File: config.mk
export PLATFORM = sky130hd
export DESIGN_NAME = seq_restoring_divider
export DESIGN_NICKNAME = d
export VERILOG_FILES = /design/src/rtl/divider_pkg.sv /design/src/rtl/div_step.sv /design/src/rtl/seq_restoring_divider.sv
export SDC_FILE = /design/constraint.sdc
export NUM_CORES = 1
export LEC_CHECK = 0
export CAP_MARGIN = 20
export CORE_ASPECT_RATIO = 0.8
export CORE_MARGIN = 5
export CORE_UTILIZATION = 40
export CTS_CLUSTER_SIZE = 30
export DETAILED_ROUTE_END_ITERATION = 16
export PLACE_DENSITY = 0.6
export SYNTH_ARGS = -nofsm -noshare
export SYNTH_HDL_FRONTEND = slang
export SYNTH_SLANG_ARGS = --single-unit
export TNS_END_PERCENT = 20
File: constraint.sdc
create_clock -name clk -period 2.27 [get_ports clk]
set_input_delay 0.3405 -clock clk [delete_from_list [all_inputs] [get_ports clk]]
set_output_delay 0.3405 -clock clk [all_outputs]
set_load 0.005 [all_outputs]
File: src/rtl/divider_pkg.sv
// Shared definitions for the sequential restoring divider: FSM states,
// default operand widths and the bit-counter width rule.
package divider_pkg;

  localparam int DVD_W_DEF = 8;
  localparam int DVS_W_DEF = 4;

  // One spare bit so the counter can reach DVD_W without wrapping.
  function automatic int cnt_width(input int n);
    return $clog2(n) + 1;
  endfunction

  localparam int CNT_W = cnt_width(DVD_W_DEF);

  typedef enum logic [1:0] {
    IDLE = 2'd0,
    BUSY = 2'd1,
    ZERO = 2'd2
  } state_t;

endpackage

File: src/rtl/div_step.sv
// One restoring-division step: shift in the next dividend bit, trial-subtract
// the divisor, keep the difference when it is non-negative.
module div_step #(
  parameter int DVS_W = 4
) (
  input  logic [DVS_W:0]   rem,
  input  logic             bit_in,
  input  logic [DVS_W-1:0] divisor,
  output logic [DVS_W:0]   rem_next,
  output logic             q_bit
);

  logic [DVS_W:0]          shifted;
  logic signed [DVS_W+1:0] trial;

  assign shifted = {rem[DVS_W-1:0], bit_in};
  assign trial   = $signed({1'b0, shifted}) - $signed({2'b00, divisor});

  // A set top bit in rem would already exceed any divisor after the shift.
  assign q_bit    = rem[DVS_W] | ~trial[DVS_W+1];
  assign rem_next = q_bit ? trial[DVS_W:0] : shifted;

endmodule

File: src/rtl/seq_restoring_divider.sv
// Unsigned restoring divider producing one quotient bit per clock behind a
// start/busy/done handshake; divide-by-zero takes a one-cycle ZERO path.
module seq_restoring_divider
  import divider_pkg::*;
#(
  parameter int DVD_W = DVD_W_DEF,
  parameter int DVS_W = DVS_W_DEF
) (
  input  logic             clk,
  input  logic             rst_n,
  input  logic             start,
  input  logic [DVD_W-1:0] dividend,
  input  logic [DVS_W-1:0] divisor,
  output logic             busy,
  output logic             done,
  output logic [DVD_W-1:0] quotient,
  output logic [DVS_W-1:0] remainder,
  output logic             dbz
);

  localparam int            CW   = cnt_width(DVD_W);
  localparam logic [CW-1:0] LAST = CW'(DVD_W - 1);

  state_t state, state_nxt;
  logic   load, step, finish, zero_fin;

  logic [CW-1:0]    cnt;
  logic [DVD_W-1:0] dvd_sr;
  logic [DVS_W-1:0] dvs;
  logic [DVS_W:0]   rem, rem_nxt;
  logic             q_bit;

  div_step #(.DVS_W(DVS_W)) u_step (
    .rem      (rem),
    .bit_in   (dvd_sr[DVD_W-1]),
    .divisor  (dvs),
    .rem_next (rem_nxt),
    .q_bit    (q_bit)
  );

  always_ff @(posedge clk or negedge rst_n) begin
    if (!rst_n) state <= IDLE;
    else        state <= state_nxt;
  end

  always_comb begin
    state_nxt = state;
    load      = 1'b0;
    step      = 1'b0;
    finish    = 1'b0;
    zero_fin  = 1'b0;
    case (state)
      IDLE: begin
        if (start) begin
          if (divisor != '0) begin
            load      = 1'b1;
            state_nxt = BUSY;
          end else begin
            state_nxt = ZERO;
          end
        end
      end
      BUSY: begin
        step = 1'b1;
        if (cnt == LAST) begin
          finish    = 1'b1;
          state_nxt = IDLE;
        end
      end
      ZERO: begin
        zero_fin  = 1'b1;
        state_nxt = IDLE;
      end
      default: state_nxt = IDLE;
    endcase
  end

  assign busy = (state != IDLE);

  // Quotient bits shift into the vacated low end of the dividend register.
  always_ff @(posedge clk or negedge rst_n) begin
    if (!rst_n) begin
      cnt       <= '0;
      dvd_sr    <= '0;
      dvs       <= '0;
      rem       <= '0;
      quotient  <= '0;
      remainder <= '0;
      dbz       <= 1'b0;
      done      <= 1'b0;
    end else begin
      done <= finish | zero_fin;
      if (load) begin
        dvd_sr <= dividend;
        dvs    <= divisor;
        rem    <= '0;
        cnt    <= '0;
      end
      if (step) begin
        dvd_sr <= {dvd_sr[DVD_W-2:0], q_bit};
        rem    <= rem_nxt;
        cnt    <= cnt + CW'(1);
      end
      if (finish) begin
        quotient  <= {dvd_sr[DVD_W-2:0], q_bit};
        remainder <= rem_nxt[DVS_W-1:0];
        dbz       <= 1'b0;
      end
      if (zero_fin) begin
        quotient  <= '1;
        remainder <= '0;
        dbz       <= 1'b1;
      end
    end
  end

endmodule

After elaboration in Yosys (flattened, before gate mapping)
Index checks and enable logic that the tools add are counted.
Storage, ports and cells
  register bits after elaboration: 37
  bits in latches: 0
  memory bits (writable): 0
  memory bits (read-only): 0
  bits of input ports: 15
  logic and storage cells: 49
  memories kept: 0
Cells by class
  $add $sub $neg: 2
  multipliers: 0
  div/mod/pow operators: 0
  magnitude comparators: 0
  eq/ne operators: 5
  shift-type cells: 0
  mux-type cells: 24
  bitwise operators: 3
  reductions and logical operators: 6
Operators with widths (number)
  8-bit 2-to-1 mux: 4
  4-bit 2-to-1 mux: 4
  5-bit 2-to-1 mux: 3
  1-bit 2-to-1 mux: 9
  2-bit 2-to-1 mux: 3
  2-bit nonzero test: 3
  5-bit by 4-bit subtractor with 6-bit output: 1
  4-bit by 1-bit adder with 4-bit output (second input constant): 1
  4-bit by 3-bit == test with 1-bit output (second input constant): 1
  2-bit inequality test (second input constant): 2
  2-bit one-hot mux with 2 select lines: 1
  4-bit nonzero test: 1
  2-bit by 1-bit == test with 1-bit output (second input constant): 1
  2-bit == test (second input constant): 1
  2-bit zero test: 1
  1-bit bitwise OR: 2
  2-bit AND reduction: 1
  1-bit NOT: 1

Longest topological paths before layout
Gate-level depths: netlist (run 1).
  depth after elaboration: 6
  gate-level depth with buffers: 8

Modules after synthesis
A second synthesis (run 1) with hierarchy kept.
Unflattened totals
  cells, all modules: 197
  area total of the unflattened synthesis: 2019.4 um2
Modules (own cells, without submodules)
  seq_restoring_divider: times used 1, cells an instance 169, area each 1775.5 um2, seq. area each 925.9 um2
  div_step: times used 1, cells an instance 28, area each 244.0 um2, seq. area each 0.0 um2

Worst setup path after synthesis (run 1)
No wires, ideal clock.
  path type: reg-to-reg
  start point: register dvd_sr[7]
  end point: register rem[4]
  library setup time: 0.101 ns
  data arrival time: 1.637 ns
  required time: 2.169 ns
  slack: 0.533 ns
  stages on the path, launching flop included: 9
  cells stage by stage: dfrtp_1 > inv_1 > ha_1 > inv_1 > fa_1 > a21o_1 > a21oi_1 > xnor2_1 > o32ai_1
On the way
  longest elaborated chain between the ends: 5
Ends and longest elaborated chain
  start: declaration: line seq_restoring_divider.sv:28  | logic [DVD_W-1:0] dvd_sr;
  start signal: assignment: line seq_restoring_divider.sv:94  | dvd_sr <= dividend;
  start signal: assignment: line seq_restoring_divider.sv:100  | dvd_sr <= {dvd_sr[DVD_W-2:0], q_bit};
  5-bit by 4-bit subtractor with 6-bit output *: line div_step.sv:17  | assign trial = $signed({1'b0, shifted}) - $signed({2'b00, divisor});
  1-bit NOT: line div_step.sv:20  | assign q_bit = rem[DVS_W] | ~trial[DVS_W+1];
  1-bit bitwise OR: line div_step.sv:20
  5-bit 2-to-1 mux *: line div_step.sv:21  | assign rem_next = q_bit ? trial[DVS_W:0] : shifted;
  5-bit 2-to-1 mux *: line seq_restoring_divider.sv:99  | if (step) begin
  end signal: assignment: line seq_restoring_divider.sv:101  | rem <= rem_nxt;
  end: declaration: line seq_restoring_divider.sv:30  | logic [DVS_W:0] rem, rem_nxt;
Every way passes the cells marked *; elsewhere a longest branch is shown, timed or not.
A chain may end at the register's enable or synchronous reset.

Worst setup path in the final report (run 1)
Ends and elaborated chain as after synthesis.

==> metrics, run 1 <==
PwrDens=1490 nW/um^2; WL/cell=15.0 um; status=finished clean; Worst Reg-to-Reg Cells=8; CTS tree=done; post-synthesis sequential area ratio=51.1%; type of the tightest min-delay check=primary input to asynchronous set/reset pin; RSZ-0062 raised after global routing=false; chip width=85.2 um; setup slack, reg-to-reg=0.33 ns; clk slew on worst S/H paths=0.08 ns; Syn Inst Count=186; max_cap viols=0; Leakage=1.01 nW; CTS Hold Bufs=0; fin nets=241; Max VDD drop=0.591 mV; Synth cell types=41; worst rel slew slack=56.3%; clk_lat worst skew=0.29 ns; Mapped Area=1810 sq um; Post-Place Worst Slack=0.286 ns; total CTS buffers=5; Initial Utilization=42.3%; DR DRC count=0; gr usage total=15.1%; Reg-to-Reg Start=dvd_sr[7]$_DFFE_PN0P_; DR vias/cell=5.13; post_cts resized=0; via total after detailed routing=1,427; first-pass GRT wire length=7120 um; core footprint=4280 sq um; routability cong.=0.803; CP Class=flip-flop to flip-flop; DRT Wirelength=4180 um; Worst setup EP type=flip-flop; Reg-to-Reg End=rem[4]$_DFFE_PN0P_; Initial DRC Count=106; clock sinks=37; worst slew pin tran=0.650 ns; crit path launch=dvd_sr[7]$_DFFE_PN0P_; Yosys reg bits=37; Startpoint Class=flip-flop; number of global-route vias before repair=1,395; CP arrival=2.12 ns; number of diodes=0; Synth Net Count=207; fin crit period=1.94 ns; Avg Cell Area, Syn=9.73 sq um; I/O Buffers=29; count of final hold-check violations=0; H-tree depth=2; initial antenna violation count=0; antenna-violating nets left=0; Area Overhead vs Synth=25.6%; Die Height=70.2 um; die area=5980 sq um; hpwl dp=3050 um; crit-path max FO=4; share of cells above drive strength 1=10.9%; fin. max-slew vios=0; Final Worst Setup Slack=0.332 ns; Worst setup endpoint=rem[4]$_DFFE_PN0P_; skew final=0.00716 ns; Synthesis Warnings=0; Setup TNS Final=0 ns; Boundary Pins=30; Post-CTS Repair Setup Buffers=0; largest net degree at the start of global routing=38; Longest Clk Path Bufs=2; clock root buffer=clkbuf_8; Fmax=516 MHz; drt first pass iters=4; Worst EP required=2.45 ns; Tcrit/Tclk final=85.4%; row count=21; number of setup violations in the final report=0; remaining global-route overflow=0; Power, Total=3.40 mW; Finished Core Util=53.1%
cell type report:
type / instances / area (sq um)
fillers: 401 / 2010
flip-flops and latches: 37 / 926
multi-input cells: 136 / 811
repair buffers: 34 / 328
clock buffers: 7 / 86.3
well taps: 57 / 71.3
clock inverters: 1 / 30.0
inverters: 6 / 22.5
cells in the mapped netlist:
cell type | number | share of area (%)
o21ai_0 | 6 | 1.7
o31ai_1 | 2 | 0.83
a21o_1 | 1 | 0.41
nand2b_1 | 3 | 1.0
buf_2 | 2 | 0.55
or3_1 | 1 | 0.35
a21bo_2 | 1 | 0.55
o21ai_1 | 4 | 1.1
xnor2_1 | 1 | 0.48
o311ai_1 | 1 | 0.48
o41ai_2 | 1 | 0.90
and2_4 | 1 | 0.48
clkbuf_1 | 2 | 0.41
or2_0 | 1 | 0.35
buf_6 | 3 | 1.9
a22oi_2 | 5 | 3.5
a31oi_1 | 1 | 0.35
o211ai_1 | 3 | 1.2
a21boi_1 | 1 | 0.41
xor2_1 | 1 | 0.48
a21oi_1 | 3 | 0.83
o41ai_1 | 1 | 0.48
nand2_1 | 48 | 10
nor2_1 | 8 | 1.7
inv_1 | 6 | 1.2
and2b_1 | 1 | 0.41
nor2_2 | 1 | 0.35
o32ai_1 | 1 | 0.48
a21oi_4 | 1 | 0.90
nand4_1 | 5 | 1.7
a22oi_1 | 2 | 0.83
o21a_1 | 1 | 0.41
dfrtp_1 | 37 | 51
ha_1 | 5 | 3.5
nor3b_2 | 1 | 0.69
nor2b_1 | 1 | 0.35
fa_1 | 1 | 1.1
nand3_1 | 17 | 4.7
nand3b_1 | 1 | 0.41
nor3_1 | 3 | 0.83
or4_4 | 1 | 0.62
per-stage QoR:
step | std cells | area (sq um) | hold WS [ns]
after floorplan | 186 | 1810 | 0.0449
after global placement | 270 | 2160 | 0.460
after detailed placement | 270 | 2160 | 0.470
after CTS | 278 | 2270 | 0.488
after global routing | 278 | 2270 | 0.523
final | 278 | 2270 | 0.471
cell usage in the layout, fill, tap and decap left out, types with 6 or more instances in the layout:
cell | Yosys | final
nand2_1 | 48 | 48
inv_1 | 6 | 6
clkdlybuf4s50_1 | 0 | 29
dfrtp_1 | 37 | 37
o21ai_0 | 6 | 6
nor2_1 | 8 | 8
nand3_1 | 17 | 17
clkbuf_8 | 0 | 6
worst min path at each step:
stage	start	to	slack (ns)	cells after the start
after global placement	dbz$_DFFE_PN0P_	dbz$_DFFE_PN0P_	0.46	2
final	rst_n	remainder[2]$_DFFE_PN0P_	0.47	2
after CTS	dbz$_DFFE_PN0P_	dbz$_DFFE_PN0P_	0.49	2
after floorplan	rst_n	cnt[0]$_DFFE_PN0P_	0.04	0
after global routing	dvs[0]$_DFFE_PN0P_	dvs[0]$_DFFE_PN0P_	0.52	2
after detailed placement	dbz$_DFFE_PN0P_	dbz$_DFFE_PN0P_	0.47	2
layer usage:
layer / wire [um] / global-route usage [%] / vias to the layer above
met2: 1690 / 20.1 / 28
li1: - / - / 716
met1: 2240 / 23.5 / 676
met3: 185 / 3.76 / 7
met4: 63 / 5.27 / 0
met5: 0 / 0 / -
cells by family after synthesis:
family                   count (synthesis)  synth area share [%]
AO/OA/AOI/OAI                           35                  15.3
XOR/XNOR                                 2                 0.968
adder cells (fa/ha/maj)                  6                  4.56
buffers and inverters                   13                  4.08
flip-flops                              37                  51.1
AND/OR/NAND/NOR                         93                  23.9
critical path: stages, from the launching register on:
cell and delay (ns):
dfrtp_1 0.42, inv_1 0.07, ha_1 0.15, inv_1 0.05, fa_1 0.40, a21o_1 0.20, a21oi_1 0.17, xnor2_1 0.09
o32ai_1 0.28
state kept, by name (all words and copies together) (netlist names):
| signal | count |
|---|---|
| quotient | 8 |
| cnt | 4 |
| remainder | 4 |
| rem | 5 |
| dvd_sr | 8 |
| state | 2 |
| dvs | 4 |
| done | 1 |
| dbz | 1 |
power breakdown:
part | switching [mW] | total, mW | internal [mW]
combinational | 0.851 | 1.61 | 0.763
clock | 0.233 | 0.591 | 0.358
sequential | 0.229 | 1.19 | 0.966
(Power assumes the default switching activity.)
==> run 2: changes to the inputs <==
--- a/config.mk
+++ b/config.mk
@@ -7,7 +7,6 @@
 export LEC_CHECK = 0
 export CAP_MARGIN = 20
 export CORE_ASPECT_RATIO = 0.8
-export CORE_MARGIN = 5
 export CORE_UTILIZATION = 40
 export CTS_CLUSTER_SIZE = 30
 export DETAILED_ROUTE_END_ITERATION = 16
==> run 2 against run 1 <==
  * Critical path depth is 3 lower
  * Combinational power hardly changed
  * Final area is 0.33% lower
  * Sequential cell count stayed put
  * Clock power is 1% lower
  * Power hardly changed
  * Critical endpoint is now remainder[0]$_DFFE_PN0P_
  * Routed wire length is 2.4% lower
  * Via count is 3.6% higher
  * Utilization is 0.15 points higher
  * Die area is 20% lower
  * Global-route usage is 3.6 points higher
==> metrics, run 2 (synthesized netlist as in run 1, its figures left out) <==
status=finished clean; chip width=77.2 um; Worst EP required=2.44 ns; share of cells above drive strength 1=10.5%; core footprint=4260 sq um; Initial DRC Count=167; Leakage=1.01 nW; drt first pass iters=4; hpwl dp=2910 um; row count=21; placed cell area=2150 sq um; CP arrival=2.12 ns; fin nets=240; Post-Place Worst Slack=0.303 ns; count of final hold-check violations=0; routability cong.=0.857; initial antenna violation count=0; Final Worst Setup Slack=0.320 ns; max_cap viols=0; RSZ-0062 raised after global routing=false; clk_lat worst skew=0.29 ns; H-tree depth=2; via total after detailed routing=1,479; crit-path max FO=6; PwrDens=1500 nW/um^2; DRT Wirelength=4080 um; clock root buffer=clkbuf_8; skew final=0.00730 ns; clock sinks=37; post_cts resized=0; Max VDD drop=0.633 mV; total CTS buffers=5; Startpoint Class=flip-flop; number of setup violations in the final report=0; CTS tree=done; antenna-violating nets left=0; fin. max-slew vios=0; most frequent cells in the layout=nand2_1, dfrtp_1, clkdlybuf4s50_1; DR vias/cell=5.34; Initial Utilization=42.5%; number of diodes=0; Flop pwr share=35.4%; Sw Ratio=38.8%; Post-CTS Repair Setup Buffers=0; CTS Hold Bufs=0; final hold slack=0.476 ns; commonest non-fill, non-tap cell in the layout=nand2_1; gr usage total=18.8%; Worst setup EP type=flip-flop; WL/cell=14.7 um; fin crit period=1.95 ns; biggest regs=dvd_sr: 8 flops, quotient: 8 flops, rem: 5 flops; Tcrit/Tclk final=85.9%; Longest Clk Path Bufs=2; Boundary Pins=30; I/O Buffers=29; first-pass GRT wire length=7020 um; Area Overhead vs Synth=25.2%; CP Class=flip-flop to flip-flop; Power, Total=3.40 mW; Die Height=62.2 um; worst slew pin tran=0.642 ns; die area=4800 sq um; remaining global-route overflow=0; clock power share=17.2%; Comb power frac=47.4%; final instance area=2270 sq um; Psw=1.32 mW; Internal Pwr Total=2.08 mW; clk slew on worst S/H paths=0.07 ns; number of global-route vias before repair=1,489; Worst Reg-to-Reg Cells=5; largest net degree at the start of global routing=38; type of the tightest min-delay check=primary input to asynchronous set/reset pin; DR DRC count=0; worst rel slew slack=56.9%; Setup TNS Final=0 ns; Fmax=513 MHz
-- run 2: area by class of cell --
| class | count | area [sq um] |
|---|---|---|
| clock inverter | 1 | 30.0 |
| tap | 57 | 71.3 |
| multi-input combinational | 136 | 811 |
| inverter | 6 | 22.5 |
| fill | 397 | 1990 |
| timing repair buffer | 33 | 320 |
| sequential | 37 | 926 |
| clock buffer | 7 | 86.3 |
-- run 2: worst paths after layout --
kind,start,to,slack (ns)
setup / recovery,rem[1]$_DFFE_PN0P_,remainder[0]$_DFFE_PN0P_,0.32
hold / removal,rst_n,remainder[3]$_DFFE_PN0P_,0.48
setup reg to reg,rem[1]$_DFFE_PN0P_,remainder[0]$_DFFE_PN0P_,0.32
hold reg to reg,dbz$_DFFE_PN0P_,dbz$_DFFE_PN0P_,0.48
max in group asynchronous,rst_n,dvs[1]$_DFFE_PN0P_,1.46
min in group clk,dbz$_DFFE_PN0P_,dbz$_DFFE_PN0P_,0.48
-- run 2: worst max-delay path, stage by stage (launching register included) --
cell      delay (ns)
dfrtp_1         0.42
ha_1            0.37
o21a_1          0.14
a21boi_1        0.38
nor2_1          0.22
o311ai_1        0.32
-- run 2: per-layer routing --
| layer | vias up | wire length, um | track usage [%] |
|---|---|---|---|
| met5 | - | 0 | 0 |
| met4 | 0 | 40 | 5.90 |
| met3 | 6 | 264 | 6.18 |
| met2 | 68 | 1810 | 27.1 |
| met1 | 693 | 1960 | 26.5 |
| li1 | 712 | - | - |
-- run 2: power by group through the flow --
stage	registers [mW]	logic (mW)	clock network (mW)
6_report	1.20	1.61	0.585
3_5_place_dp	1.21	1.59	0
3_3_place_gp	1.19	1.54	0
4_1_cts	1.20	1.60	0.591
2_1_floorplan	1.15	1.09	0
5_1_grt	1.24	1.80	0.631
-- run 2: through the flow --
stage / utilization (%) / cells
global placement: 50.5 / 269
finish: 53.3 / 277
detailed placement: 50.5 / 269
CTS: 53.3 / 277
floorplan: - / 186
global route: 53.3 / 277
